[src/rtl/intc_pkg.sv]
// Shared types for the multicore interrupt controller: per-core FSM state
// encoding and the index-width helper used to size source/core index fields.
package intc_pkg;

    typedef enum logic [1:0] {
        IDLE    = 2'd0,
        DELIVER = 2'd1,
        SERVICE = 2'd2
    } core_state_t;

    // Width of an index into n items; never narrower than one bit.
    function automatic int idx_bits(input int n);
        return (n > 1) ? $clog2(n) : 1;
    endfunction

endpackage

[src/rtl/intc_core_port.sv]
// One delivery port per core: lowest-index priority encoder over the core's
// pending bits, the IDLE/DELIVER/SERVICE FSM with registered outputs, and the
// one-hot pending-clear issued while in DELIVER.
//
//   state   | meaning
//   --------+--------------------------------------------------------------
//   IDLE    | no interrupt in service; waits for a pending bit and no stall
//   DELIVER | one-cycle irq_trigger pulse; clears the delivered pending bit
//   SERVICE | handler running; waits for eoi
module intc_core_port
    import intc_pkg::*;
#(
    parameter int NUM_SOURCES  = 8,
    parameter int ADDRESS_BITS = 32,
    parameter int SRC_BITS     = idx_bits(NUM_SOURCES)
) (
    input  logic                    clock,
    input  logic                    reset,
    input  logic [NUM_SOURCES-1:0]  pend,
    input  logic                    stall,
    input  logic                    eoi,
    input  logic [ADDRESS_BITS-1:0] sel_pc,
    output logic [SRC_BITS-1:0]     sel,
    output logic [NUM_SOURCES-1:0]  clr,
    output logic                    irq_trigger,
    output logic [ADDRESS_BITS-1:0] irq_pc,
    output logic [SRC_BITS-1:0]     irq_src,
    output logic                    busy
);

    core_state_t state;

    // Lowest set pending index wins; scanning downward lets the lowest overwrite.
    always_comb begin
        sel = '0;
        for (int i = NUM_SOURCES - 1; i >= 0; i--) begin
            if (pend[i]) sel = SRC_BITS'(i);
        end
    end

    // The source latched at IDLE->DELIVER is the one cleared during DELIVER.
    always_comb begin
        clr = '0;
        if (state == DELIVER) clr[irq_src] = 1'b1;
    end

    // Core delivery FSM; outputs are registered alongside the state.
    always_ff @(posedge clock or posedge reset) begin
        if (reset) begin
            state       <= IDLE;
            irq_trigger <= 1'b0;
            irq_pc      <= '0;
            irq_src     <= '0;
            busy        <= 1'b0;
        end else begin
            irq_trigger <= 1'b0;
            case (state)
                IDLE: begin
                    if (|pend && !stall) begin
                        state       <= DELIVER;
                        irq_trigger <= 1'b1;
                        irq_pc      <= sel_pc;
                        irq_src     <= sel;
                        busy        <= 1'b1;
                    end
                end
                DELIVER: begin
                    state <= SERVICE;
                end
                SERVICE: begin
                    if (eoi) begin
                        state <= IDLE;
                        busy  <= 1'b0;
                    end
                end
                default: begin
                    state <= IDLE;
                    busy  <= 1'b0;
                end
            endcase
        end
    end

endmodule

[src/rtl/multicore_interrupt_ctrl.sv]
// Multicore interrupt controller: routes NUM_SOURCES triggers to NUM_CORES
// cores through per-core enable masks, holds per-(core, source) pending bits
// and delivers one interrupt per core at a time with fixed priority and EOI.
// Optional build macro INTC_OVERFLOW_CNT_EN adds saturating per-source counts
// of triggers that arrive while that source is already pending on some core.
module multicore_interrupt_ctrl
    import intc_pkg::*;
#(
    parameter int NUM_CORES    = 4,
    parameter int NUM_SOURCES  = 8,
    parameter int ADDRESS_BITS = 32,
    parameter int SRC_BITS     = idx_bits(NUM_SOURCES),
    parameter int CORE_BITS    = idx_bits(NUM_CORES)
) (
    input  logic                              clock,
    input  logic                              reset,
    input  logic [NUM_SOURCES-1:0]            src_trigger,
    input  logic [NUM_SOURCES*ADDRESS_BITS-1:0] src_pc,
    input  logic [NUM_CORES-1:0]              stall,
    input  logic [NUM_CORES-1:0]              eoi,
    input  logic                              cfg_we,
    input  logic [CORE_BITS-1:0]              cfg_core,
    input  logic [NUM_SOURCES-1:0]            cfg_mask,
    output logic [NUM_CORES-1:0]              irq_trigger,
    output logic [NUM_CORES*ADDRESS_BITS-1:0] irq_pc,
    output logic [NUM_CORES*SRC_BITS-1:0]     irq_src,
    output logic [NUM_CORES-1:0]              busy
`ifdef INTC_OVERFLOW_CNT_EN
    ,
    output logic [NUM_SOURCES*8-1:0]          ovf_count
`endif
);

    logic [ADDRESS_BITS-1:0] vec [NUM_SOURCES];

`ifdef INTC_OVERFLOW_CNT_EN
    logic [NUM_CORES*NUM_SOURCES-1:0] pend_flat;
    logic [NUM_SOURCES-1:0]           pend_any;
`endif

    // Vector capture: the most recent trigger's PC always replaces the old one.
    always_ff @(posedge clock or posedge reset) begin
        if (reset) begin
            for (int s = 0; s < NUM_SOURCES; s++) vec[s] <= '0;
        end else begin
            for (int s = 0; s < NUM_SOURCES; s++) begin
                if (src_trigger[s]) vec[s] <= src_pc[s*ADDRESS_BITS +: ADDRESS_BITS];
            end
        end
    end

    for (genvar c = 0; c < NUM_CORES; c++) begin : g_core
        logic [NUM_SOURCES-1:0]  mask;
        logic [NUM_SOURCES-1:0]  pend;
        logic [NUM_SOURCES-1:0]  clr;
        logic [SRC_BITS-1:0]     sel;
        logic [ADDRESS_BITS-1:0] sel_pc;

        // Mask write; out-of-range cfg_core values match no core and are dropped.
        always_ff @(posedge clock or posedge reset) begin
            if (reset)                                   mask <= '1;
            else if (cfg_we && cfg_core == CORE_BITS'(c)) mask <= cfg_mask;
        end

        // Pending update; a same-cycle trigger beats the delivery clear.
        always_ff @(posedge clock or posedge reset) begin
            if (reset) pend <= '0;
            else       pend <= (pend & ~clr) | (src_trigger & mask);
        end

        assign sel_pc = vec[sel];

`ifdef INTC_OVERFLOW_CNT_EN
        assign pend_flat[c*NUM_SOURCES +: NUM_SOURCES] = pend;
`endif

        intc_core_port #(
            .NUM_SOURCES (NUM_SOURCES),
            .ADDRESS_BITS(ADDRESS_BITS),
            .SRC_BITS    (SRC_BITS)
        ) u_port (
            .clock      (clock),
            .reset      (reset),
            .pend       (pend),
            .stall      (stall[c]),
            .eoi        (eoi[c]),
            .sel_pc     (sel_pc),
            .sel        (sel),
            .clr        (clr),
            .irq_trigger(irq_trigger[c]),
            .irq_pc     (irq_pc[c*ADDRESS_BITS +: ADDRESS_BITS]),
            .irq_src    (irq_src[c*SRC_BITS +: SRC_BITS]),
            .busy       (busy[c])
        );
    end

`ifdef INTC_OVERFLOW_CNT_EN
    // A source counts as already pending if any core still holds it.
    always_comb begin
        pend_any = '0;
        for (int c = 0; c < NUM_CORES; c++) begin
            for (int s = 0; s < NUM_SOURCES; s++) begin
                pend_any[s] = pend_any[s] | pend_flat[c*NUM_SOURCES + s];
            end
        end
    end

    // Saturating overflow counters, one byte per source.
    always_ff @(posedge clock or posedge reset) begin
        if (reset) begin
            ovf_count <= '0;
        end else begin
            for (int s = 0; s < NUM_SOURCES; s++) begin
                if (src_trigger[s] && pend_any[s] && ovf_count[s*8 +: 8] != 8'hFF)
                    ovf_count[s*8 +: 8] <= ovf_count[s*8 +: 8] + 8'd1;
            end
        end
    end
`endif

endmodule

[config.mk]
export PLATFORM = sky130hd
export DESIGN_NAME = multicore_interrupt_ctrl
export DESIGN_NICKNAME = d
export VERILOG_FILES = /design/src/rtl/intc_pkg.sv /design/src/rtl/intc_core_port.sv /design/src/rtl/multicore_interrupt_ctrl.sv
export SDC_FILE = /design/constraint.sdc
export NUM_CORES = 1
export LEC_CHECK = 0
export CAP_MARGIN = 30
export CORE_MARGIN = 2
export CORE_UTILIZATION = 35
export DETAILED_ROUTE_END_ITERATION = 10
export PLACE_DENSITY = 0.56
export SETUP_SLACK_MARGIN = 0.15
export SLEW_MARGIN = 20
export SYNTH_ARGS = -nofsm -noshare
export SYNTH_HDL_FRONTEND = slang
export SYNTH_SLANG_ARGS = --single-unit
[constraint.sdc]
create_clock -name clock -period 25.7 [get_ports clock]
set_input_delay 5.14 -clock clock [delete_from_list [all_inputs] [get_ports clock]]
set_output_delay 5.14 -clock clock [all_outputs]
set_load 0.1 [all_outputs]
==> summary.md, run 1 <==
| Metric | Value |
|---|---|
| Final WL | `~110000 microns` |
| Syn-to-layout area delta | `30.2%` |
| WP data required | `26240 ps` |
| Share of layout cells above drive strength 1 | `18.8%` |
| Via density | `approximately 6` |
| Slew margin rel. | `27.6%` |
| Synth area leaders | `dfrtp_1 44%, mux2_2 13%, nand2_1 8.9%` |
| Core Box Area | `a little over 70000 sq um` |
| Syn_nets | `~2800` |
| Period utilization | `between 20 and 30%` |
| DRC errors left | `0` |
| Root Driver | `clkbuf_16` |
| Sequential share of power | `between 20% and 30%` |
| Crit path launch type | `input port` |
| Wirelength per Cell | `29.4 microns` |
| Synthesized area per cell | `between 10 and 15 sq um` |
| F_max | `132 MHz` |
| CTS Sinks | `around 480` |
| CP max FO | `24` |
| Post-synth EDFFs | `0` |
| Post-Place Cell Area | `31000 sq um` |
| Critical path class | `in -> reg` |
| Initial core utilization | `35.5%` |
| Final hold viol count | `0` |
| Initial antenna violation count | `1` |
| Post-route cell area | `between 30000 and 40000 sq um` |
| CTS buffer count | `55` |
| Largest net degree at the start of global routing | `116` |
| Outcome | `complete, no violations` |
| DRT Pass-1 Iters | `8` |
| P_sw | `about 2000 uW` |
| Synth Cell Area | `25500 sq um` |
| Worst-Skew Late Latency | `620 ps` |
| DIE WIDTH | `roughly 270 microns` |
| Synth top area share | `43.6%` |
| Netlist cell types | `49` |
| Setup crit end kind | `flop` |
| Total GRT Usage | `29.8%` |
| Worst r2r path cells | `8` |
| Clock network power share | `between 20% and 30%` |
| First-pass GRT wire length | `about 160000 microns` |
| #FFs+latches synth | `476` |
| Slew @ Worst Pin | `1090 ps` |
| Syn Inst Count | `2533` |
| Most common cell in the netlist | `nand2_1` |
| DP HPWL | `72000 microns` |
| Cell Rows | `just under 100` |
| Switching share of power | `49.1%` |
| RSZ-0062 raised after global routing | `false` |
| CTS tree | `built` |
| Setup_tns | `0 ps` |
| Post-CTS Setup Bufs | `0` |
| Final critical-path required period | `7570 ps` |
| Maximum vdd drop | `119 uV` |
| Leak | `0.0147 uW` |
| Final Skew | `25.0 ps` |
| Worst EP arrival | `8110 ps` |
| Post_cts resized | `0` |
| PortBufs | `roughly 430` |
| Worst-path clk slew | `60 ps` |
| Vias in the first global route | `approximately 24000` |
| Nets | `between 3000 and 4000` |
| Total power | `4040 uW` |
| Die Ht | `274 microns` |
| Logic gate share of total power | `48.8%` |
| Max_cap viols | `0` |
| Die area | `~75000 sq um` |
| Initial DRC Count | `approximately 2700` |
| Synth Warn # | `0` |
| Cell-internal power | `2060 uW` |
| Dpl ws | `17390 ps` |
| Total grt overflow | `0` |
| Hold bufs inserted after CTS | `0` |
| Final GP Congestion | `~0.86` |
| Most area-hungry cell type in the Yosys netlist | `dfrtp_1` |
| Routed vias | `23415` |
| Max H-tree Level | `2` |
| ANT nets after route | `0` |
| Post-route setup slack | `between 15000 and 20000 ps` |
| PwrDens | `between 100 and 150 nW/um^2` |
| Io pins | `between 400 and 500` |
| Hold Crit Class | `reg -> reg` |
| Async SR Flop Fraction | `100%` |
| Register area share after synthesis | `46.8%` |
| Most frequent cells after synthesis | `605 x nand2_1, 444 x dfrtp_1, 300 x mux2_2` |
| Main synth FF type | `dfrtp_1` |
| Final slew viol count | `0` |
| CTS Buffer Depth | `3` |
| Filler instances | `6683` |
| Final setup fails | `0` |
| Hold Path Cell Cnt | `2` |
==> kinds of logic (layout without fill, tap and decap cells) <==
| logic type | after synthesis | in the layout | share of synthesized area (%) |
|---|---|---|---|
| muxes | 513 | 513 | 22.1 |
| AOI/OAI and AO/OA | 574 | 574 | 14.8 |
| DFF | 476 | 476 | 46.8 |
| other | 0 | 1 | 0 |
| buffers and inverters | 204 | 608 | 3.36 |
| and+or+nand+nor | 766 | 766 | 12.9 |
==> metal layers <==
layer	vias up	share of wire, %	track usage, %
met1	11690	40	39.4
met3	339	9.3	5.47
met2	1481	45	45.9
met5	-	0	0
met4	0	6.1	16.8
li1	9905	-	-
==> registers in the layout, summed over array words and instances (netlist names) <==
register,flops
g_core.mask,32
g_core.pend,32
g_core.u_port.busy,4
g_core.u_port.irq_pc,128
g_core.u_port.irq_src,12
g_core.u_port.irq_trigger,4
g_core.u_port.state,8
vec,256
==> worst paths after layout <==
kind / start / endpoint / slack (ps)
worst max-delay path: stall[0] / g_core[0].u_port.irq_pc[26]$_DFFE_PP0P_ / 18130
worst min-delay path: g_core[2].u_port.busy$_DFFE_PP0P_ / g_core[2].u_port.busy$_DFFE_PP0P_ / 480
worst max register to register: g_core[3].pend[0]$_DFF_PP0_ / g_core[3].u_port.irq_pc[14]$_DFFE_PP0P_ / 21570
worst min register to register: g_core[2].u_port.busy$_DFFE_PP0P_ / g_core[2].u_port.busy$_DFFE_PP0P_ / 480
max in group asynchronous: reset / vec[23]$_DFFE_PP0P_ / 18500
min in group asynchronous: reset / vec[133]$_DFFE_PP0P_ / 5120
==> cell usage in the layout, fill, tap and decap left out, types with 15 or more instances in the layout <==
cell type        count
dfstp_2             32
or3_1               28
nand2_1            603
a21oi_1            266
o221ai_1            31
a22oi_1             25
o22ai_1             66
buf_4               40
mux2i_1            194
nor2_1              26
a22o_1              20
nand3b_1            17
clkbuf_16           55
mux2_2             300
or4_1               26
a2111o_1            62
o21ai_0             44
dfrtp_1            443
a222oi_1            15
clkdlybuf4s50_1    424
==> worst max-delay path, cell delays in order <==
cell and delay, ps:
clkdlybuf4s50_1 460, or3_1 450, nor3b_4 730, nand2b_2 810, a21oi_1 350, or3_1 140
==> per-stage QoR <==
step	instances	hold slack (ps)	utilization, %
finish	3888	476	46.2
global route	3887	515	46.2
CTS	3879	485	46.0
detailed placement	3778	471	43.1
global placement	3765	469	42.7
floorplan	2533	447	-
==> power groups by stage <==
stage	sequential, uW	clock, uW	combinational (uW)
after global placement	1180	0	1880
after CTS	1180	900	1950
after global routing	1190	929	2040
final	1180	890	1970
after floorplan	1790	0	663
after detailed placement	1180	0	1940
==> final cells by class <==
class                   instances  area (sq um)  share of cell area (%)
multi-input cells            1853         12900                    38.8
well taps                     950          1190                    3.58
repair buffers                493          5080                    15.3
flip-flops and latches        476         12000                    36.0
diodes                          1          2.50                 0.00754
clock inverters                34           520                    1.57
clock buffers                  67          1510                    4.55
inverters                      14          60.1                   0.181
No activity file was read; power rests on OpenSTA's default activity.
==> run 2, diff against run 1 <==
clock period = 7.3 ns   (was 25.7 ns; I/O delays follow)
==> run 2 against run 1 <==
Worst setup slack got worse by 15000 ps. Critical path depth increased by 2. Clock power increased to 3.5 times the previous value. Non-clock buffer count decreased by 7. Global-route usage decreased by 0.30 points. Sequential share of layout area increased by 0.12 points. Combinational power increased to 3.5 times the previous value. Total power increased to 3.5 times the previous value. First-iteration DRC count increased by 6.3%. Cell count decreased by 0.21%. Largest cell class unchanged.
==> summary.md, run 2 (same netlist as run 1, synthesis figures left out) <==
| Metric | Value |
|---|---|
| Commonest cells after routing, fill and taps aside | `603 x nand2_1, 443 x dfrtp_1, 424 x clkdlybuf4s50_1` |
| Cell Rows | `98 (unchanged)` |
| CTS Buffer Depth | `3 (unchanged)` |
| Slew @ Worst Pin | `1070 ps (-15.0 ps)` |
| CTS tree | `built` |
| Final GP Congestion | `0.901 (+5.3%)` |
| Met3 wire length | `11400 microns (+7.3%)` |
| Hold Path Cell Cnt | `2 (unchanged)` |
| Io pins | `433 (unchanged)` |
| R2R Path End | `g_core[3].u_port.irq_pc[30]$_DFFE_PP0P_` |
| Switching share of power | `48.9% (-0.17 points)` |
| Finished Layout Cells | `3880 (-0.21%)` |
| Worst EP arrival | `4920 ps (-3190 ps)` |
| Critical path class | `reg -> reg` |
| Initial core utilization | `35.5% (unchanged)` |
| ANT nets after route | `0 (unchanged)` |
| RSZ-0062 raised after global routing | `false` |
| Initial antenna violation count | `4 (+3)` |
| Period utilization | `61.5%` |
| Final critical-path required period | `4490 ps` |
| Sequential share of power | `29.5% (+0.4 points)` |
| P_sw | `6970 uW (+250%)` |
| WP data required | `7730 ps (-18510 ps)` |
| Max_cap viols | `0 (unchanged)` |
| DRT Pass-1 Iters | `8 (unchanged)` |
| Slew margin rel. | `28.6% (+1.0 points)` |
| Largest Register | `vec` |
| Cell-internal power | `7270 uW (+250%)` |
| PortBufs | `432 (unchanged)` |
| CP startpoint | `g_core[3].pend[0]$_DFF_PP0_` |
| F_max | `around 220 MHz` |
| Final hold viol count | `0 (unchanged)` |
| Register area | `12000 sq um (unchanged)` |
| Worst-path clk slew | `60 ps (about the same)` |
| Area of the multi-input gates | `12900 sq um (about the same)` |
| Die area | `75100 sq um (unchanged)` |
| Max reg flops | `256 (unchanged)` |
| Final setup fails | `0 (unchanged)` |
| DRC errors left | `0 (unchanged)` |
| Logic gate share of total power | `48.4% (-0.4 points)` |
| Hold Crit Start | `g_core[2].u_port.busy$_DFFE_PP0P_` |
| Largest net degree at the start of global routing | `166 (+43%)` |
| Total GRT Usage | `29.5% (-0.30 points)` |
| Routed vias | `23423 (+0.034%)` |
| Biggest regs | `vec (256), g_core.u_port.irq_pc (128)` |
| Reg2Reg Setup Slack | `2810 ps (-18760 ps)` |
| Hold Crit Class | `reg -> reg` |
| Final Skew | `25.0 ps (+0.00480 ps)` |
| Total grt overflow | `0 (unchanged)` |
| Outcome | `complete, no violations` |
| Post_cts resized | `0 (unchanged)` |
| Nets | `3171 (-0.22%)` |
| Maximum vdd drop | `310 uV (+160%)` |
| CP max FO | `50 (+110%)` |
| Clock network power share | `22.1% (about the same)` |
| First-pass GRT wire length | `162000 microns (-0.49%)` |
| Root Driver | `clkbuf_16` |
| DP HPWL | `72800 microns (+1.1%)` |
| DIE WIDTH | `274 microns (unchanged)` |
| M1 WL | `44700 microns (-2.4%)` |
| Share of layout cells above drive strength 1 | `18.3% (-0.46 points)` |
| Highest routed layer | `met5` |
| Filler instances | `6671 (-0.18%)` |
| CTS Sinks | `476 (unchanged)` |
| Wirelength per Cell | `29.1 microns (-1.0%)` |
| Worst r2r path cells | `8 (unchanged)` |
| Vias in the first global route | `23605 (-0.45%)` |
| Max H-tree Level | `2 (unchanged)` |
| Leak | `0.0146 uW (-0.57%)` |
| Worst reg2reg startpoint | `g_core[3].pend[0]$_DFF_PP0_` |
| Die Ht | `274 microns (unchanged)` |
| Final slew viol count | `0 (unchanged)` |
| CTS buffer count | `55 (unchanged)` |
| Hold endpoint | `g_core[2].u_port.busy$_DFFE_PP0P_` |
| Crit path launch type | `flop` |
| Core Box Area | `71900 sq um (unchanged)` |
| Cells after DPL | `3776 (-0.053%)` |
| Initial DRC Count | `2846 (+6.3%)` |
| Syn-to-layout area delta | `29.7%` |
| Via density | `6.04 (+0.24%)` |
| Met2 WL | `50100 microns (-2.0%)` |
| Hold bufs inserted after CTS | `0 (unchanged)` |
| Commonest non-fill, non-tap cell in the layout | `nand2_1` |
| Final WL | `113000 microns (-1.2%)` |
| PwrDens | `430 nW/um^2 (+250%)` |
| Post-CTS Setup Bufs | `0 (unchanged)` |
| Worst-Skew Late Latency | `610 ps (about the same)` |
| Setup crit end kind | `flop` |
| Total power | `14200 uW (+250%)` |
-- run 2: area by class of cell --
class / count / share of cell area (%)
sequential: 476 / 36.1
clock buffer: 74 / 4.65
clock inverter: 26 / 1.50
multi-input combinational: 1853 / 38.9
inverter: 14 / 0.170
timing repair buffer: 486 / 15.0
antenna: 1 / 0.00756
tap: 950 / 3.59
-- run 2: worst max-delay path by stage --
stage                                                    endpoint  slack [ps]
after floorplan                       g_core[0].pend[0]$_DFF_PP0_        -580
after global placement     g_core[0].u_port.irq_pc[0]$_DFFE_PP0P_        2940
after detailed placement  g_core[0].u_port.irq_pc[13]$_DFFE_PP0P_        2920
after CTS                 g_core[3].u_port.irq_pc[30]$_DFFE_PP0P_        3020
after global routing      g_core[3].u_port.irq_pc[22]$_DFFE_PP0P_        2780
final                     g_core[3].u_port.irq_pc[30]$_DFFE_PP0P_        2810
-- run 2: power groups by stage --
stage               clock (uW)  combinational, uW  sequential (uW)
global placement             0               6560             4200
global route              3290               7150             4240
finish                    3150               6890             4200
detailed placement           0               6810             4200
floorplan                    0               2330             6310
CTS                       3200               6830             4170
-- run 2: critical path, stage by stage, from the launching register on --
cell	delay, ps
dfrtp_2	1030
nor2b_4	310
buf_16	260
nor2_1	170
o41a_2	830
buf_4	670
nor2_2	340
a222oi_1	380
o221ai_1	190
-- run 2: metal layers --
metal | GRT usage [%] | vias to the layer above
met5 | 0 | -
met4 | 15.9 | 2
met3 | 6.96 | 370
met2 | 45.1 | 1511
met1 | 38.6 | 11664
li1 | - | 9876
-- run 2: through the flow --
stage | util [%] | setup WS, ps | hold WS [ps] | area (sq um) | TNS (ps)
after CTS | 46.0 | 3020 | 500 | 33000 | 0
after global routing | 46.1 | 2780 | 528 | 33100 | 0
after detailed placement | 43.2 | 2920 | 486 | 31000 | 0
after floorplan | - | -583 | 447 | 25500 | -258700
final | 46.1 | 2810 | 490 | 33100 | 0
after global placement | 42.7 | 2940 | 471 | 30700 | 0
